[src/rtl/jtag_tap_seq.sv]
// jtag_tap_seq: turns IR/DR scan commands into a legal IEEE 1149.1 TMS/TDI stream and
// returns the captured TDO bits. Define JTAG_SEQ_IDLE_CNT_EN for a Run-Test/Idle dwell port.
module jtag_tap_seq #(
  parameter int unsigned MAX_BITS = 32,
  parameter int unsigned LEN_W    = 6
) (
  input  logic                TCLK,
  input  logic                TRST,
  input  logic                cmd_valid,
  output logic                cmd_ready,
  input  logic                cmd_ir,
  input  logic [LEN_W-1:0]    cmd_len,
  input  logic [MAX_BITS-1:0] cmd_data,
  output logic                TMS,
  output logic                TDI,
  input  logic                TDO,
  output logic                rsp_valid,
  output logic                rsp_err,
  output logic [MAX_BITS-1:0] rsp_data,
  output logic                busy
`ifdef JTAG_SEQ_IDLE_CNT_EN
  ,
  input  logic [7:0]          idle_cnt
`endif
);

  localparam logic [LEN_W-1:0] MaxLen   = LEN_W'(MAX_BITS);
  localparam logic [LEN_W-1:0] LenOne   = LEN_W'(1);
  localparam logic [2:0]       InitLast = 3'd4;

  typedef enum logic [3:0] {
    StInit,
    StGoIdle,
    StReady,
    StSelDr,
    StSelIr,
    StCapture,
    StShift,
    StUpdate,
    StRunIdle,
    StResp
  } state_e;

  state_e              state_q, state_d;
  logic [2:0]          init_cnt_q, init_cnt_d;
  logic [LEN_W-1:0]    cnt_q, cnt_d;
  logic                ir_q, ir_d;
  logic [MAX_BITS-1:0] sr_q, sr_d;
  logic [MAX_BITS-1:0] cap_q, cap_d;
  logic [MAX_BITS-1:0] bit_q, bit_d;
  logic [MAX_BITS-1:0] rsp_data_q;
  logic                err_q, err_d;
  logic                tms_q, tms_d;
  logic                tdi_q, tdi_d;
  logic                len_bad;

`ifdef JTAG_SEQ_IDLE_CNT_EN
  logic [7:0]          dwell_q, dwell_d;
`endif

  assign len_bad = (cmd_len == '0) || (cmd_len > MaxLen);

  always_comb begin
    state_d    = state_q;
    init_cnt_d = init_cnt_q;
    cnt_d      = cnt_q;
    ir_d       = ir_q;
    sr_d       = sr_q;
    cap_d      = cap_q;
    bit_d      = bit_q;
    err_d      = err_q;
`ifdef JTAG_SEQ_IDLE_CNT_EN
    dwell_d    = dwell_q;
`endif
    unique case (state_q)
      StInit: begin
        if (init_cnt_q == InitLast) begin
          state_d = StGoIdle;
        end else begin
          init_cnt_d = init_cnt_q + 3'd1;
        end
      end
      StGoIdle: state_d = StReady;
      StReady: begin
        if (cmd_valid) begin
          ir_d  = cmd_ir;
          cnt_d = cmd_len;
          sr_d  = cmd_data;
          cap_d = '0;
          // One-hot pointer to the capture bit for the current shift cycle.
          bit_d = {{(MAX_BITS-1){1'b0}}, 1'b1};
`ifdef JTAG_SEQ_IDLE_CNT_EN
          dwell_d = idle_cnt;
`endif
          if (len_bad) begin
            err_d   = 1'b1;
            state_d = StResp;
          end else begin
            err_d   = 1'b0;
            state_d = StSelDr;
          end
        end
      end
      StSelDr:   state_d = ir_q ? StSelIr : StCapture;
      StSelIr:   state_d = StCapture;
      StCapture: state_d = StShift;
      StShift: begin
        sr_d  = sr_q >> 1;
        bit_d = bit_q << 1;
        if (TDO) begin
          cap_d = cap_q | bit_q;
        end
        if (cnt_q != '0) begin
          cnt_d = cnt_q - LenOne;
        end
        if (cnt_q <= LenOne) begin
          state_d = StUpdate;
        end
      end
      StUpdate: state_d = StRunIdle;
      StRunIdle: begin
`ifdef JTAG_SEQ_IDLE_CNT_EN
        if (dwell_q == 8'd0) begin
          state_d = StResp;
        end else begin
          dwell_d = dwell_q - 8'd1;
        end
`else
        state_d = StResp;
`endif
      end
      StResp:  state_d = StReady;
      default: state_d = StInit;
    endcase
  end

  // Pins are registered from the next state so they line up with the state they encode.
  always_comb begin
    tms_d = 1'b0;
    tdi_d = 1'b0;
    unique case (state_d)
      StInit, StSelDr, StSelIr, StUpdate: tms_d = 1'b1;
      StShift: begin
        tms_d = (cnt_d == LenOne);
        tdi_d = sr_d[0];
      end
      default: ;
    endcase
  end

  always_ff @(posedge TCLK or posedge TRST) begin
    if (TRST) begin
      state_q    <= StInit;
      init_cnt_q <= '0;
      cnt_q      <= '0;
      ir_q       <= 1'b0;
      sr_q       <= '0;
      cap_q      <= '0;
      bit_q      <= '0;
      err_q      <= 1'b0;
      tms_q      <= 1'b1;
      tdi_q      <= 1'b0;
      rsp_data_q <= '0;
    end else begin
      state_q    <= state_d;
      init_cnt_q <= init_cnt_d;
      cnt_q      <= cnt_d;
      ir_q       <= ir_d;
      sr_q       <= sr_d;
      cap_q      <= cap_d;
      bit_q      <= bit_d;
      err_q      <= err_d;
      tms_q      <= tms_d;
      tdi_q      <= tdi_d;
      if (state_d == StResp) begin
        rsp_data_q <= cap_d;
      end
    end
  end

`ifdef JTAG_SEQ_IDLE_CNT_EN
  always_ff @(posedge TCLK or posedge TRST) begin
    if (TRST) begin
      dwell_q <= '0;
    end else begin
      dwell_q <= dwell_d;
    end
  end
`endif

  assign TMS       = tms_q;
  assign TDI       = tdi_q;
  assign cmd_ready = (state_q == StReady);
  assign busy      = ~cmd_ready;
  assign rsp_valid = (state_q == StResp);
  assign rsp_err   = rsp_valid & err_q;
  assign rsp_data  = rsp_data_q;

endmodule

[config.mk]
export PLATFORM = sky130hd
export DESIGN_NAME = jtag_tap_seq
export DESIGN_NICKNAME = d
export VERILOG_FILES = /design/src/rtl/jtag_tap_seq.sv
export SDC_FILE = /design/constraint.sdc
export NUM_CORES = 1
export LEC_CHECK = 0
export CAP_MARGIN = 15
export CORE_MARGIN = 2
export CORE_UTILIZATION = 45
export CTS_CLUSTER_DIAMETER = 80
export DETAILED_ROUTE_END_ITERATION = 7
export GPL_ROUTABILITY_DRIVEN = 0
export HOLD_SLACK_MARGIN = 0.05
export PLACE_DENSITY = 0.74
export SLEW_MARGIN = 30
export SYNTH_ARGS = -nofsm -noshare
export SYNTH_HDL_FRONTEND = slang
export SYNTH_SLANG_ARGS = --single-unit
[constraint.sdc]
create_clock -name TCLK -period 7 [get_ports TCLK]
set_input_delay 1.05 -clock TCLK [delete_from_list [all_inputs] [get_ports TCLK]]
set_output_delay 1.05 -clock TCLK [all_outputs]
set_load 0.005 [all_outputs]
* Word-level counts from Yosys, hierarchy flattened
Index checks and enable logic that the tools add are counted.
** Operators by class
- Add/subtract/negate cells :: 2
- $lt $le $gt $ge :: 2
- Eq/ne operators :: 17
- Mux-type cells :: 19
- Bitwise gates (word level) :: 4
- Reductions and logical operators :: 11
** Operators with widths (count)
- 32-bit case mux with 2 select lines :: 3
- 32-bit 2-to-1 mux :: 4
- 4-bit case mux with 9 select lines :: 1
- 32-bit OR :: 1
- 4-bit by 3-bit equality test with 1-bit output (second input constant) :: 7
- 4-bit 2-to-1 mux :: 4
- 4-bit by 2-bit equality test with 1-bit output (second input constant) :: 3
- 4-bit equality test (second input constant) :: 3
- 6-bit 2-to-1 mux :: 2
- 6-bit case mux with 2 select lines :: 1
- 4-bit logical NOT :: 2
- 6-bit by 1-bit equality test with 1-bit output (second input constant) :: 1
- 6-bit > comparator (second input constant) :: 1
- 6-bit by 1-bit <= comparator with 1-bit output (second input constant) :: 1
- 6-bit logical NOT :: 1
- 2-bit AND reduction :: 3
- 6-bit nonzero test :: 1
- 6-bit by 1-bit subtractor with 6-bit output (second input constant) :: 1
- 4-bit by 1-bit equality test with 1-bit output (second input constant) :: 1
- 4-bit OR reduction :: 1
- 3-bit by 1-bit adder with 3-bit output (second input constant) :: 1
- 3-bit equality test (second input constant) :: 1
- 1-bit 2-to-1 mux :: 3
- 2-bit != test (second input constant) :: 1
- 6 further kinds :: 7
** Storage, ports and cells
- Register bits :: 145
- Bits of input ports :: 43
- Output and inout bits :: 38
- Logic and storage cells :: 67

* Longest topological paths before layout
- Depth in word-level cells :: 8
- Depth in mapped cells :: 9
- Depth with buffers taken out :: 8

* Worst setup path after synthesis
No wires, ideal clock.
- Path kind :: input to register
- Start point :: input cmd_len[1]
- End point :: register rsp_data_q[0] (netlist: rsp_data[0])
- Setup time :: 125 ps
- Arrival time :: 2570 ps
- Data required time :: 6875 ps
- Slack :: 4305 ps
- Stages on the path :: 7
- Path through :: or4_4 o21a_1 nor2_2 o21ai_4 nand2_4 buf_6 mux2_4
** Between the ends
- Word-level cells in the longest chain between the ends :: 6
** RTL lines
- from (decl) :: RTL line 12 : input logic [LEN_W-1:0] cmd_len,
- 6-bit > comparator or 6-bit logical NOT (tied branches) :: RTL line 61 : assign len_bad = (cmd_len == '0) || (cmd_len > MaxLen);
- 1-bit logical OR * :: RTL line 61
- 4-bit 2-to-1 mux * :: RTL line 95 : if (len_bad) begin
- 4-bit 2-to-1 mux * :: RTL line 85 : if (cmd_valid) begin
- 4-bit case mux with 9 select lines * :: RTL line 75 : unique case (state_q)
- net state_d[3] :: RTL line 44 : state_e state_q, state_d;
- 4-bit equality test * :: RTL line 175 : if (state_d == StResp) begin
- to (signal assigned) :: RTL line 176 : rsp_data_q <= cap_d;
- to (decl) :: RTL line 51 : logic [MAX_BITS-1:0] rsp_data_q;
Mark *: on every way through the listed nets, which the timed path passes. The rest lies on a longest branch.
A chain may end at the register's enable or synchronous reset.

* Final worst setup path
- Start point :: register state_q[2]
- End point :: output rsp_err
** Between the ends
- Word-level cells in the longest chain between the ends :: 2
** RTL lines
- from (decl) :: RTL line 44
- from (signal assigned) :: RTL line 153 : state_q <= StInit;
- from (signal assigned) :: RTL line 165 : state_q <= state_d;
- 4-bit equality test :: RTL line 195 : assign rsp_valid = (state_q == StResp);
- 1-bit AND :: RTL line 196 : assign rsp_err = rsp_valid & err_q;
- to (decl) :: RTL line 18 : output logic rsp_err,
No other way between the ends.

==> metrics.log <==
[metrics] highest ir drop seen on vdd: 0.190 mV
[metrics] leading cell type by number of instances after synthesis: sky130_fd_sc_hd__dfrtp_1
[metrics] post-synthesis register bit count: 145
[metrics] DP HPWL: 8410 µm
[metrics] non-filler instance count after layout: 795
[metrics] Async S/R FF share, synth: 1.00
[metrics] Min Clock Period, post-route: 3.53 ns
[metrics] switching power as a share of total power: 0.332
[metrics] row cnt: 43
[metrics] proportion of power drawn by combinational gates: 0.282
[metrics] clock latency on the worst-skew pair: 0.42 ns
[metrics] number of levels in the clock H-tree: 4
[metrics] number of setup buffers added after CTS: 0
[metrics] Post-Route Hold Slack: 0.493 ns
[metrics] total length of routed wires: 13800 µm
[metrics] EDFF count, synth: 0
[metrics] max-slew violation count: 0
[metrics] width of the die: 122 µm
[metrics] top post-synthesis cells by count: 144 x sky130_fd_sc_hd__dfrtp_1, 64 x sky130_fd_sc_hd__a22o_1, 45 x sky130_fd_sc_hd__nand2_1
[metrics] start-to-end type of the worst setup path: register to output port
[metrics] pwr/cell area: 378 nW/µm²
[metrics] global-route wire length before repair: 23000 µm
[metrics] fin nets: 650
[metrics] count of antenna diodes in the layout: 0
[metrics] Synth Warn #: 0
[metrics] count of input and output buffers: 80
[metrics] clock network fraction of design power: 0.325
[metrics] via count: 4413
[metrics] core footprint: 13800 µm²
[metrics] worst setup slack after placement: 3.33 ns
[metrics] Syn-to-layout area delta: 23.8%
[metrics] number of top-level pins: 81
[metrics] part of the total power dissipated in sequential elements: 0.393
[metrics] source of the worst hold timing path: init_cnt_q[2]
[metrics] switching power total: 980 µW
[metrics] Clock transition at path regs: 0.06 ns
[metrics] die area: 15000 µm²
[metrics] top cells by area in the synthesized netlist: sky130_fd_sc_hd__dfrtp_1 57%, sky130_fd_sc_hd__a22o_1 8.9%, sky130_fd_sc_hd__mux2_4 7.1%
[metrics] drt drc: 0
[metrics] total of cells resized after clock tree synthesis: 0
[metrics] number of hold violations in the final report: 0
[metrics] stage delay of the slowest cell on the critical path: 0.53 ns
[metrics] slew at the pin with the worst max-slew slack: 0.736 ns
[metrics] setup slack of the critical path after layout: 3.47 ns
[metrics] arrival time at the worst endpoint: 2.48 ns
[metrics] crit path launch type: register
[metrics] antenna violations before repair: 0
[metrics] routed length per placed instance: 17.3 µm
[metrics] most used flip-flop cell after synthesis: sky130_fd_sc_hd__dfrtp_1
[metrics] height of the die: 122 µm
[metrics] unrepaired setup endpoints after global routing: false
[metrics] launching point of the worst reg2reg path: state_q[0]
[metrics] crit-path cells: inv_2 > nand2_1 > nor2_1 > and2_1 > clkdlybuf4s50_1
[metrics] first drt pass iteration count: 5
[metrics] overall overflow remaining after global route: 0
[metrics] aggregate global-route resource usage: 0.198
[metrics] fraction of the cycle the final worst path needs: 0.504
[metrics] Total Power: 2.95 mW
[metrics] effective utilization at floorplan: 0.457
[metrics] clk sinks: 145
[metrics] Final setup viols: 0
[metrics] maximum number of pins on one net before global-route repair: 108
[metrics] number of DRC markers in iteration 0: 370
[metrics] Max Cap Viol: 0
[metrics] per-cell via count in the routed design: 5.55
[metrics] aggregate negative setup slack: 0 ns
[metrics] largest buffer count on any clock path: 2
[metrics] kind of capture point of the worst setup path: output port
[metrics] sequential share of the synthesized area: 0.576
[metrics] number of global-route vias before repair: 4516
[metrics] Slew Limit Headroom: 0.509
[metrics] outcome: finished, final reports clean
[metrics] number of cells after detailed placement: 763
[metrics] launch point of the worst path: state_q[2]
[metrics] portion of synthesized cell area occupied by the leading cell type: 0.572
[metrics] total nets after synthesis: 590
[metrics] CTS buffer count: 17
[metrics] layout cell share with drive strength beyond 1: 0.146
[metrics] Yosys top cell by area: sky130_fd_sc_hd__dfrtp_1
[metrics] number of nets with antenna violations after detailed routing: 0
[metrics] clock tree from TritonCTS: done
[metrics] worst clock skew: 0.00878 ns
[metrics] clock root cell: sky130_fd_sc_hd__clkbuf_16
[metrics] Internal: 1.97 mW
[metrics] CTS hold repair buffers: 0
[metrics] maximum operating frequency: 283 MHz
[metrics] HP Class: register to register
[metrics] P_leak: 3.59 nW
[metrics] cells after synthesis: 542
[metrics] CP Data Required Time: 5.95 ns
[metrics] post-synth design cell area: 6300 µm²
[metrics] highest net fanout along the worst path: 36
[metrics] average size of a mapped cell: 11.6 µm²
[metrics] CP max-delay cell: sky130_fd_sc_hd__dfrtp_1
[metrics] Netlist cell types: 55
-- path summary, 6_finish.rpt --
path / end / slack (ns) / cells after the start
max reg2reg: rsp_data[26] / 4.26 / 6
max: rsp_err / 3.47 / 5
min reg2reg: init_cnt_q[2] / 0.49 / 1
min: init_cnt_q[2] / 0.49 / 1
max in group asynchronous: bit_q[12] / 4.85 / 3
min in group asynchronous: sr_q[24] / 1.15 / 2
-- cell type report --
cell class / count / area, µm²
repair buffers: 85 / 836
inverters: 9 / 41.3
well taps: 180 / 225
multi-input cells: 344 / 2430
clock buffers: 17 / 425
fillers: 1135 / 5970
clock inverters: 15 / 208
flip-flops and latches: 145 / 3630
-- state kept, by name (all words and copies together) (netlist names) --
register    cells
TMS             1
bit_q          32
state_q         4
sr_q           32
rsp_data       32
ir_q            1
err_q           1
TDI             1
init_cnt_q      3
cap_q          32
cnt_q           6
-- layer usage --
metal / part of all wire / global-route usage
met4: 0.0095 / 0.0661
met3: 0.071 / 0.0641
met1: 0.46 / 0.268
met5: 0 / 0
met2: 0.46 / 0.302
-- metrics by stage --
step | utilization | area, µm²
finish | 0.566 | 7800
global route | 0.566 | 7800
CTS | 0.566 | 7790
detailed placement | 0.520 | 7160
global placement | 0.520 | 7160
floorplan | - | 6300
-- cell usage in the layout (no fill, tap or decap), types with 3 or more instances in the layout --
master and n:
sky130_fd_sc_hd__a21oi_1 36, sky130_fd_sc_hd__a22o_1 64, sky130_fd_sc_hd__and2_1 3, sky130_fd_sc_hd__buf_4 6
sky130_fd_sc_hd__bufinv_16 4, sky130_fd_sc_hd__clkbuf_16 17, sky130_fd_sc_hd__clkdlybuf4s50_1 79, sky130_fd_sc_hd__clkinv_4 3
sky130_fd_sc_hd__clkinvlp_4 4, sky130_fd_sc_hd__dfrtp_1 144, sky130_fd_sc_hd__ha_1 5, sky130_fd_sc_hd__inv_1 6
sky130_fd_sc_hd__inv_6 3, sky130_fd_sc_hd__mux2_2 3, sky130_fd_sc_hd__mux2_4 30, sky130_fd_sc_hd__nand2_1 45
sky130_fd_sc_hd__nor2_1 41, sky130_fd_sc_hd__o21ai_0 35, sky130_fd_sc_hd__o22ai_1 31, sky130_fd_sc_hd__xnor2_1 3
-- power groups by stage --
stage / logic (mW) / clock network [mW] / registers, mW
finish: 0.832 / 0.959 / 1.16
CTS: 0.836 / 0.979 / 1.16
detailed placement: 0.833 / 0 / 1.17
global placement: 0.790 / 0 / 1.16
global route: 0.932 / 1.02 / 1.19
floorplan: 0.676 / 0 / 1.11
-- cells by family (layout without fill, tap and decap cells) --
family,Yosys count,after routing,share of synthesized area
buf+inv,53,126,0.0395
mux,35,35,0.0800
compound gates,183,183,0.198
fa+ha+maj,5,5,0.00993
flops,145,145,0.576
simple gates,117,117,0.0905
xor+xnor,4,4,0.00556
-- worst max-delay path, delay by kind of cell, from the launching register on --
kind | cells | cell delay (ns)
buf+inv | 2 | 1.02
simple gates | 3 | 0.50
flops | 1 | 0.53
(Power assumes the default switching activity.)
